`src/rtl/msk_and_hpc2o_pipe_if.sv`:
```
// Bus bundle for msk_and_hpc2o_pipe: enable, start flag, share inputs and masked AND output.
// Layout of every sharing vector: bit k*D+i is share i of lane k.
interface msk_and_hpc2o_pipe_if #(
  parameter int D = 2,
  parameter int W = 1
) ();
  localparam int HPC2RND = D * (D - 1) / 2;

  logic                   en;
  logic                   in_valid;
  logic [D*W-1:0]         inb;
  logic [W*HPC2RND-1:0]   rnd;
  logic [D*W-1:0]         ina;
  logic [D*W-1:0]         out;
  logic                   out_valid;

  modport master (output en, in_valid, inb, rnd, ina, input out, out_valid);
  modport slave  (input en, in_valid, inb, rnd, ina, output out, out_valid);
endinterface

```
`src/rtl/msk_and_hpc2o_pipe.sv`:
```
// W-lane HPC2 masked AND at D shares (cross-domain terms only); b/rnd at t, a at t+1, out at t+2 enabled cycles.
// No backpressure: en=0 freezes all state. MSKAND_DATA_RST_EN adds reset to the data registers.
module msk_and_hpc2o_pipe #(
  parameter int D = 2,
  parameter int W = 1
) (
  input  logic                clk,
  input  logic                rst,
  msk_and_hpc2o_pipe_if.slave bus
);
  localparam int HPC2RND = D * (D - 1) / 2;

`ifdef MSKAND_DATA_RST_EN
  localparam bit DATA_RST = 1'b1;
`else
  localparam bit DATA_RST = 1'b0;
`endif

  logic                       v0;
  logic                       v1;
  logic [D*W-1:0]             b_prev;
  logic [W*HPC2RND-1:0]       r_prev;
  logic [W-1:0][D-1:0][D-1:0] term;

  always_ff @(posedge clk) begin
    if (rst) begin
      v0 <= 1'b0;
      v1 <= 1'b0;
    end else if (bus.en) begin
      v0 <= bus.in_valid;
      v1 <= v0;
    end
  end

  assign bus.out_valid = v1;

  // Copies of b and r aligned with the a sharing that arrives one enabled cycle later.
  always_ff @(posedge clk) begin
    if (DATA_RST && rst) begin
      b_prev <= '0;
      r_prev <= '0;
    end else if (bus.en) begin
      b_prev <= bus.inb;
      r_prev <= bus.rnd;
    end
  end

  for (genvar k = 0; k < W; k++) begin : g_lane
    for (genvar i = 0; i < D; i++) begin : g_row
      for (genvar j = 0; j < D; j++) begin : g_col
        if (j != i) begin : g_pair
          // r_ij and r_ji share one bit from the triangular packing.
          localparam int LO    = (i < j) ? i : j;
          localparam int HI    = (i < j) ? j : i;
          localparam int RI    = k * HPC2RND + LO * D - LO * (LO + 1) / 2 + (HI - 1 - LO);
          localparam bit ADD_B = (((j < i) ? j : j - 1) == 0);

          logic a_i;
          logic v_q;
          logic u_q;
          logic w_q;

          assign a_i = bus.ina[k*D+i];

          always_ff @(posedge clk) begin
            if (DATA_RST && rst) begin
              v_q <= 1'b0;
              u_q <= 1'b0;
              w_q <= 1'b0;
            end else if (bus.en) begin
              v_q <= bus.inb[k*D+j] ^ bus.rnd[RI];
              u_q <= (~a_i & r_prev[RI]) ^ (ADD_B & a_i & b_prev[k*D+i]);
              w_q <= a_i & v_q;
            end
          end

          assign term[k][i][j] = u_q ^ w_q;
        end else begin : g_diag
          assign term[k][i][j] = 1'b0;
        end
      end
      assign bus.out[k*D+i] = ^term[k][i];
    end
  end
endmodule

```
`src/flat_wrapper.sv`:
```
// flat-port wrapper written by rule: the top's interface ports become plain ports
module msk_and_hpc2o_pipe_flat 
#(
  parameter int D = 2,
  parameter int W = 1
)
  (clk, rst, bus_en, bus_in_valid, bus_inb, bus_rnd, bus_ina, bus_out, bus_out_valid);
  msk_and_hpc2o_pipe_if #(.D(D), .W(W)) bus_i ();
  input  logic clk;
  input  logic rst;
  input wire logic [$bits(bus_i.en)-1:0] bus_en;
  input wire logic [$bits(bus_i.in_valid)-1:0] bus_in_valid;
  input wire logic [$bits(bus_i.inb)-1:0] bus_inb;
  input wire logic [$bits(bus_i.rnd)-1:0] bus_rnd;
  input wire logic [$bits(bus_i.ina)-1:0] bus_ina;
  output wire logic [$bits(bus_i.out)-1:0] bus_out;
  output wire logic [$bits(bus_i.out_valid)-1:0] bus_out_valid;
  assign bus_i.en = bus_en;
  assign bus_i.in_valid = bus_in_valid;
  assign bus_i.inb = bus_inb;
  assign bus_i.rnd = bus_rnd;
  assign bus_i.ina = bus_ina;
  assign bus_out = bus_i.out;
  assign bus_out_valid = bus_i.out_valid;
  msk_and_hpc2o_pipe #(.D(D), .W(W)) u_core (.clk(clk), .rst(rst), .bus(bus_i));
endmodule
```
`config.mk`:
```
export PLATFORM = sky130hd
export DESIGN_NAME = msk_and_hpc2o_pipe_flat
export DESIGN_NICKNAME = d
export VERILOG_FILES = /design/src/rtl/msk_and_hpc2o_pipe_if.sv /design/src/rtl/msk_and_hpc2o_pipe.sv /design/src/flat_wrapper.sv
export SDC_FILE = /design/constraint.sdc
export NUM_CORES = 1
export LEC_CHECK = 0
export BUFFER_PORTS_ARGS = -buffer_cell sky130_fd_sc_hd__buf_2
export CORE_AREA = 2 2 39 41
export DETAILED_ROUTE_END_ITERATION = 10
export DIE_AREA = 0 0 41 43
export GPL_TIMING_DRIVEN = 0
export PLACE_DENSITY = 0.63
export SLEW_MARGIN = 5
export SYNTH_ARGS = -nofsm -noshare
export SYNTH_HDL_FRONTEND = slang
export SYNTH_SLANG_ARGS = --single-unit
```
`constraint.sdc`:
```
create_clock -name clk -period 2 [get_ports clk]
set_input_delay 0.2 -clock clk [delete_from_list [all_inputs] [get_ports clk]]
set_output_delay 0.2 -clock clk [all_outputs]
set_load 0.02 [all_outputs]
```
# --- Word-level counts from Yosys, hierarchy flattened ---
# Cells that the tools add are included.
op_classes:
  add_sub_neg: 0
  mul: 0
  div: 0
  magnitude_cmp: 0
  eq_ne: 0
  n_shift: 0
  n_mux: 0
  n_bitwise: 14
  reduce_logical: 2
op_table:
  columns: ["operator", "n"]
  rows:
  - ["AND 1 bit", 6]
  - ["bitwise XOR 1 bit", 6]
  - ["parity 2 bit", 2]
  - ["inverter 1 bit", 2]
word_totals:
  ff_bits: 11
  latch_bits: 0
  ramBits: 0
  mem_bits_ro: 0
  out_inout_bits: 3
  word_cells: 26
  mem_count: 0

# --- Longest topological paths before layout ---
# Gate-level depths: netlist of the first run.
logic_depth:
  ltp_word: 3
  depth_mapped: 2
  mapped_depth_nobuf: 2

# --- Worst setup path after synthesis of the first run ---
# OpenSTA, ideal clock, no wires.
synth_path:
  path_type: "reg2out"
  from: "reg u_core.g_lane[0].g_row[0].g_col[1].g_pair.w_q"
  to: "out bus_out[0]"
  t_arrival_ps: 736
  setup_slack_ps: 1064
  stages_incl_launch_ff: 2
  cell_sequence: "edfxtp_1 > xor2_1"
synth_via:
  elab_chain_cells: 2
synth_rtl:
  columns: ["item", "line_no", "source"]
  rows:
  - ["start, declared", "msk_and_hpc2o_pipe.sv:61", "logic w_q;"]
  - ["start signal, assigned", "msk_and_hpc2o_pipe.sv:73", "w_q <= a_i & v_q;"]
  - ["bitwise XOR 1 bit", "msk_and_hpc2o_pipe.sv:77", "assign term[k][i][j] = u_q ^ w_q;"]
  - ["parity 2 bit", "msk_and_hpc2o_pipe.sv:82", "assign bus.out[k*D+i] = ^term[k][i];"]
  - ["end, declared", "flat_wrapper.sv:16", "output wire logic [$bits(bus_i.out)-1:0] bus_out;"]
# Every way passes these cells.

# --- Worst setup path in the final report of the first run ---
layout_path:
  from: "reg u_core.g_lane[0].g_row[1].g_col[0].g_pair.w_q"
  to: "out bus_out[1]"
layout_via:
  elab_chain_cells: 2
layout_rtl:
  columns: ["item", "line_no"]
  rows:
  - ["start, declared", "msk_and_hpc2o_pipe.sv:61"]
  - ["start signal, assigned", "msk_and_hpc2o_pipe.sv:73"]
  - ["bitwise XOR 1 bit", "msk_and_hpc2o_pipe.sv:77"]
  - ["parity 2 bit", "msk_and_hpc2o_pipe.sv:82"]
# Every way passes these cells.

==> results of run 1 <==
-- critical path, cell delays in order, from the launching register on --
cell and delay, ns:
edfxtp_1 0.38, xor2_1 0.15, buf_2 0.18
-- synth_stat cells --
| master | count |
|---|---|
| mux2i_1 | 2 |
| mux2_4 | 1 |
| xor2_1 | 4 |
| and2_2 | 1 |
| dfxtp_1 | 2 |
| and2_1 | 1 |
| mux2_1 | 1 |
| nor2_1 | 2 |
| edfxtp_1 | 9 |
-- registers in the layout (all words and copies together), names as in the netlist --
register / count
u_core.v0: 1
u_core.g_lane.g_row.g_col.g_pair.w_q: 2
u_core.b_prev: 2
u_core.g_lane.g_row.g_col.g_pair.v_q: 2
u_core.r_prev: 1
u_core.bus.out_valid: 1
u_core.g_lane.g_row.g_col.g_pair.u_q: 2
-- through the flow --
stage | instances | total power, mW | cell area [µm²] | hold slack, ns | util
after floorplan | 23 | 0.3018 | 412.9 | 0.2724 | -
after global placement | 50 | 0.3220 | 488.0 | 0.3706 | 0.3526
after detailed placement | 50 | 0.3259 | 488.0 | 0.3844 | 0.3526
after CTS | 54 | 0.4745 | 514.2 | 0.09921 | 0.3716
after global routing | 54 | 0.4860 | 514.2 | 0.1033 | 0.3716
final | 54 | 0.4655 | 514.2 | 0.1117 | 0.3716
-- final cells by class --
| cell class | count | share of cell area |
|---|---|---|
| multi-input cells | 12 | 0.1995 |
| flip-flops and latches | 11 | 0.6034 |
| repair buffers | 11 | 0.1071 |
| clock buffers | 4 | 0.05109 |
| well taps | 16 | 0.03893 |
-- layer usage --
layer,GRT usage,up-vias,share of wire
met1,0.08503,112,0.38
met4,0.08000,0,0
met3,0.03141,0,0.090
met2,0.1031,10,0.53
met5,0,-,0
li1,-,113,-
-- worst paths after layout --
path | from | to | slack (ns) | cells past startpoint
setup / recovery | u_core.g_lane[0].g_row[1].g_col[0].g_pair.w_q$_DFFE_PP_ | bus_out[1] | 0.83 | 2
hold / removal | rst | u_core.bus.out_valid$_SDFFE_PP0P_ | 0.11 | 2
setup reg to reg | u_core.r_prev$_DFFE_PP_ | u_core.g_lane[0].g_row[1].g_col[0].g_pair.u_q$_DFFE_PP_ | 1.06 | 1
hold reg to reg | u_core.bus.out_valid$_SDFFE_PP0P_ | u_core.bus.out_valid$_SDFFE_PP0P_ | 0.50 | 2
-- power breakdown --
part	switching, mW	internal [mW]	total [mW]
clock network	0.0692	0.0770	0.146
logic	0.0239	0.0217	0.0455
registers	0.00567	0.268	0.274
-- cell families after synthesis --
kind of cell,Yosys count
flip-flops,11
AND/OR/NAND/NOR,4
XOR/XNOR,4
multiplexers,4
==> impl_results.md, run 1 <==
- Status: finished, final reports clean
- Final hold violations: 0
- Synthesis Warnings: 0
- CTS tree: built
- Initial antenna violation count: 0
- Final ANT Viol Nets: 0
- GP Congestion: 0.6561
- Req. time, crit path: around 1.8 ns
- CTS Buf Count: 3
- Io pins: 12
- Proportion of synthesized area in mux cells: 0.1121
- Vias: 235
- Synth area leader: edfxtp_1
- Fmax: between 0.8 and 0.9 GHz
- Initial Util: 0.2984
- Setup TNS: 0 ns
- Most frequent cells in the layout: 11 x buf_2, 9 x edfxtp_1, 4 x xor2_1
- Final #Nets: 48
- Sequential-to-total area share from yosys stat: 0.7515
- Clock latency at the later pin of the worst-skew pair: ~0.26 ns
- P&R area growth vs syn: 24.55%
- CP Launch Type: register
- Synth Area in XOR/XNOR: 0.08485
- Max Root-Sink Buffers: 2
- Iteration-0 DRC Markers: 4
- DRT Wirelength: between 500 and 600 µm
- Leakage: 0.2169 nW
- Post-cts sizing count: 0
- Fill cells: approximately 140
- # setup viols final: 0
- Die Y: about 43 µm
- Max Slew Vio Count: 0
- Row count: 14
- Syn avg cell area: about 18 µm²
- Sink Count: 11
- Net Count, Synth: 32
- Reg clk slew, reported paths: 0.07 ns
- Worst-Margin Slew: ~0.25 ns
- Post-synthesis simple-gate area fraction: 0.05152
- Netlist cell types: 9
- Worst VDD drop: about 0.00038 V
- Multi-input gate area: between 100 and 150 µm²
- Setup WS post-layout: around 0.83 ns
- Total core area: about 1400 µm²
- Vias per inst: approximately 4.4
- Total Routing Usage GR: 0.07763
- First-pass GRT wire length: about 850 µm
- MaxCap Viol Count: 0
- Global route overflow: 0
- # diodes: 0
- Max Fanout on Critical Path: 1
- Die Footprint: 1763 µm²
- Wire per inst: about 10 µm
- Clk root buf: clkbuf_4
- Clock Skews: between 0.0009 and 0.001 ns
- Most common cell after layout, fill and taps aside: buf_2
- Share of cells above drive strength 1: 0.4211
- H-tree levels: 1
- Sequential cell area: ~310 µm²
- Critical path class: reg -> out
- I/O Buffers: 11
- Share of the synthesized area in the top cell type: 0.6545
- Die width: between 40 and 50 µm
- HPWL after DPL: 432.4 µm
- Pre-antenna DRT Iters: 2
- Worst slack, placed: between 1 and 1.5 ns
- Top post-synthesis cells by area: edfxtp_1 65%, dfxtp_1 9.7%, xor2_1 8.5%
- Critical Path AT: roughly 0.97 ns
- Slew headroom: 0.8342
- Number of global-route vias before repair: roughly 200
- RSZ-0062 raised after global routing: false
- Gate count of the mapped netlist: 23
- PD cells: a little over 900 nW/µm²
- Largest family of logic cells by synthesized area: multiplexers
- Final min period: about 1.2 ns
- Worst Hold Class: in -> reg
- Adder-Cell Fraction of Synth Area: 0
- Setup crit end kind: output port
- Remaining DRCs: 0
- Largest net degree at the start of global routing: 12
- Mapped cell area: roughly 410 µm²
- Hold_buf cts: 0
- Tcrit/Tclk final: 0.5836
- Complex-gate fraction of the synthesized area: 0
- Post-CTS Setup Inserts: 0
- Yosys reg bits: 11
No activity file was read; power rests on OpenSTA's default activity.
==> inputs of run 2 (changes only) <==
--- a/config.mk
+++ b/config.mk
@@ -5,12 +5,13 @@
 export SDC_FILE = /design/constraint.sdc
 export NUM_CORES = 1
 export LEC_CHECK = 0
+export ABC_AREA = 1
 export BUFFER_PORTS_ARGS = -buffer_cell sky130_fd_sc_hd__buf_2
 export CORE_AREA = 2 2 39 41
 export DETAILED_ROUTE_END_ITERATION = 10
 export DIE_AREA = 0 0 41 43
 export GPL_TIMING_DRIVEN = 0
-export PLACE_DENSITY = 0.63
+export PLACE_DENSITY = 0.66
 export SLEW_MARGIN = 5
 export SYNTH_ARGS = -nofsm -noshare
 export SYNTH_HDL_FRONTEND = slang
==> constraint.sdc (replaced) <==
create_clock -name clk -period 0.99 [get_ports clk]
set_input_delay 0.099 -clock clk [delete_from_list [all_inputs] [get_ports clk]]
set_output_delay 0.099 -clock clk [all_outputs]
set_load 0.02 [all_outputs]
==> run 2 against run 1 <==
The flow now finishes with violations (negative setup slack). Cell area up 2.9%. Register-to-register slack lost 0.82 ns. Die area stayed put. Final cell count rose by 22%. Power rose by 100%. Non-clock buffer count did not move. Combinational power is 120% higher.
==> impl_results.md, run 2 <==
- Initial Util: 0.3056
- # setup viols final: 2
- Fill cells: around 150
- CP Launch Type: register
- Remaining DRCs: 0
- Most frequent cells in the layout: 9 x buf_2, 9 x edfxtp_1, 8 x nand2_1
- Global route overflow: 0
- Share of the synthesized area in the top cell type: 0.6391
- Io pins: 12
- Reg clk slew, reported paths: 0.07 ns
- CTS tree: built
- Tcrit/Tclk final: 1.058
- Reg power frac: 0.585
- Top_reg_cell synth: edfxtp_1
- Sink Count: 11
- Setup crit end kind: output port
- Synth cell count leaders: 9 x edfxtp_1, 8 x nand2_1, 6 x inv_1
- Total power draw: between 0.9 and 1 mW
- Worst Hold Class: in -> reg
- Synthesis Warnings: 0
- CP max stage delay: about 0.38 ns
- I/O Buffers: 11
- Placed instance area: roughly 500 µm²
- MaxCap Viol Count: 0
- Yosys reg bits: 11
- Share of cells above drive strength 1: 0.2800
- Die width: between 40 and 50 µm
- Crit path cell chain: xor2_1 > buf_4
- Worst-Margin Slew: 0.2505 ns
- Pre-antenna DRT Iters: 4
- Total Routing Usage GR: 0.08299
- Worst VDD drop: 0.0007480 V
- Worst-path cell with the longest stage delay: edfxtp_1
- Most frequent cell after synthesis: edfxtp_1
- Vias per inst: slightly above 4
- Switching part of the total: 0.2146
- Failing checks: negative setup slack
- Number of global-route vias before repair: 240
- PD cells: between 1500 and 2000 nW/µm²
- Post-route design area: about 530 µm²
- Clock Power Share: 0.308
- Net Count, Synth: 44
- Critical R2R Launch: u_core.r_prev$_DFFE_PP_
- Vias: roughly 270
- Setup WS post-layout: -0.05786 ns
- Largest net degree at the start of global routing: 14
- Clock latency at the later pin of the worst-skew pair: between 0.2 and 0.3 ns
- Max Fanout on Critical Path: 1
- HPWL after DPL: 385.1 µm
- Total core area: 1384 µm²
- Fmax: around 0.95 GHz
- Iteration-0 DRC Markers: 3
- Status: finished, violations left
- Clk root buf: clkbuf_4
- P&R area growth vs syn: 25.15%
- Gate count of the mapped netlist: 35
- Mapped cell area: between 400 and 500 µm²
- Hold_buf cts: 0
- Sequential-to-total area share from yosys stat: 0.7337
- Die Y: 43 µm
- Final ANT Viol Nets: 0
- Die Footprint: around 1800 µm²
- Syn avg cell area: between 10 and 15 µm²
- # diodes: 0
- Clock Skews: ~0.002 ns
- Final hold violations: 0
- Max Slew Vio Count: 0
- Req. time, crit path: between 0.8 and 0.9 ns
- Hold_sp: bus_inb[1]
- Max Root-Sink Buffers: 2
- GP Congestion: roughly 0.6
- Synth async-reset ratio: 0
- H-tree levels: 1
- Row count: 14
- Final min period: approximately 1.0 ns
- Leakage: between 0.2 and 0.3 nW
- Sw Pwr: 0.2029 mW
- Netlist cell types: 7
- Top post-synthesis cells by area: edfxtp_1 64%, dfxtp_1 9.5%, xor2_1 8.3%
- Initial antenna violation count: 0
- Critical Path AT: roughly 0.95 ns
- Logic gate share of total power: 0.107
- Worst Setup SP: u_core.g_lane[0].g_row[1].g_col[0].g_pair.u_q$_DFFE_PP_
- Internal: around 0.74 mW
- CTS Buf Count: 3
- Wire per inst: approximately 8 µm
- Setup TNS: -0.1120 ns
- DRT Wirelength: approximately 510 µm
- Critical path class: reg -> out
- First-pass GRT wire length: a little over 900 µm
- Final #Nets: 60
- RSZ-0062 raised after global routing: true
- Slew headroom: 0.8330
- EDFF count, synth: 9
- Synth area leader: edfxtp_1
run 2: logic make-up after synthesis:
| kind of cell | after synthesis | share of synthesized area |
|---|---|---|
| DFF | 11 | 0.7337 |
| and+or+nand+nor | 12 | 0.1065 |
| xor gates and xnor gates | 4 | 0.08283 |
| AOI/OAI and AO/OA | 2 | 0.02367 |
| buffers and inverters | 6 | 0.05325 |
run 2: final cells by class:
type / instances / area (µm²) / share of cell area
multi-input cells: 18 / 90.09 / 0.1702
well taps: 16 / 20.02 / 0.03783
clock buffers: 4 / 26.28 / 0.04965
flip-flops and latches: 11 / 310.3 / 0.5863
inverters: 6 / 22.52 / 0.04255
repair buffers: 11 / 60.06 / 0.1135
run 2: worst paths after layout:
path / to / slack [ns] / cells after the start
setup reg to reg: u_core.g_lane[0].g_row[1].g_col[0].g_pair.u_q$_DFFE_PP_ / 0.24 / 2
setup / recovery: bus_out[1] / -0.06 / 2
hold reg to reg: u_core.bus.out_valid$_SDFFE_PP0P_ / 0.47 / 2
hold / removal: u_core.b_prev[1]$_DFFE_PP_ / 0.04 / 1
run 2: routing by layer:
| metal | track usage | up-vias | share of wire |
|---|---|---|---|
| met5 | 0 | - | 0 |
| met4 | 0.08000 | 0 | 0.027 |
| met3 | 0.03141 | 2 | 0.049 |
| met2 | 0.1219 | 9 | 0.56 |
| met1 | 0.08247 | 114 | 0.36 |
| li1 | - | 142 | - |
run 2: per-stage QoR:
step / instances / worst slack [ns] / utilization / hold WS [ns]
2_1_floorplan: 35 / 0.1545 / - / 0.1979
3_3_place_gp: 62 / 0.2250 / 0.3599 / 0.3045
3_5_place_dp: 62 / 0.2167 / 0.3599 / 0.3029
4_1_cts: 66 / -0.06964 / 0.3825 / 0.03029
5_1_grt: 66 / -0.1209 / 0.3825 / 0.02756
6_report: 66 / -0.05786 / 0.3825 / 0.03993
run 2: worst max-delay path: cells and delay by family, from the launching register on:
kind      cells  cell delay [ns]
flops         1             0.38
buf+inv       1             0.15
xor+xnor      1             0.16
run 2: what timing repair did:
action	in CTS	in global routing
pin swaps	2	0
hold endpoints to repair	0	0
setup endpoints to repair	2	2
gates resized for setup	2	0
buffers inserted	0	0
cloned	0	0
run 2: power groups by stage:
stage                     Combinational (mW)  Clock, mW  Sequential [mW]
after global routing                   0.118      0.333            0.557
after floorplan                       0.0477          0            0.566
final                                  0.101      0.291            0.553
after detailed placement              0.0961          0            0.564
after global placement                0.0929          0            0.563
after CTS                              0.103      0.303            0.554
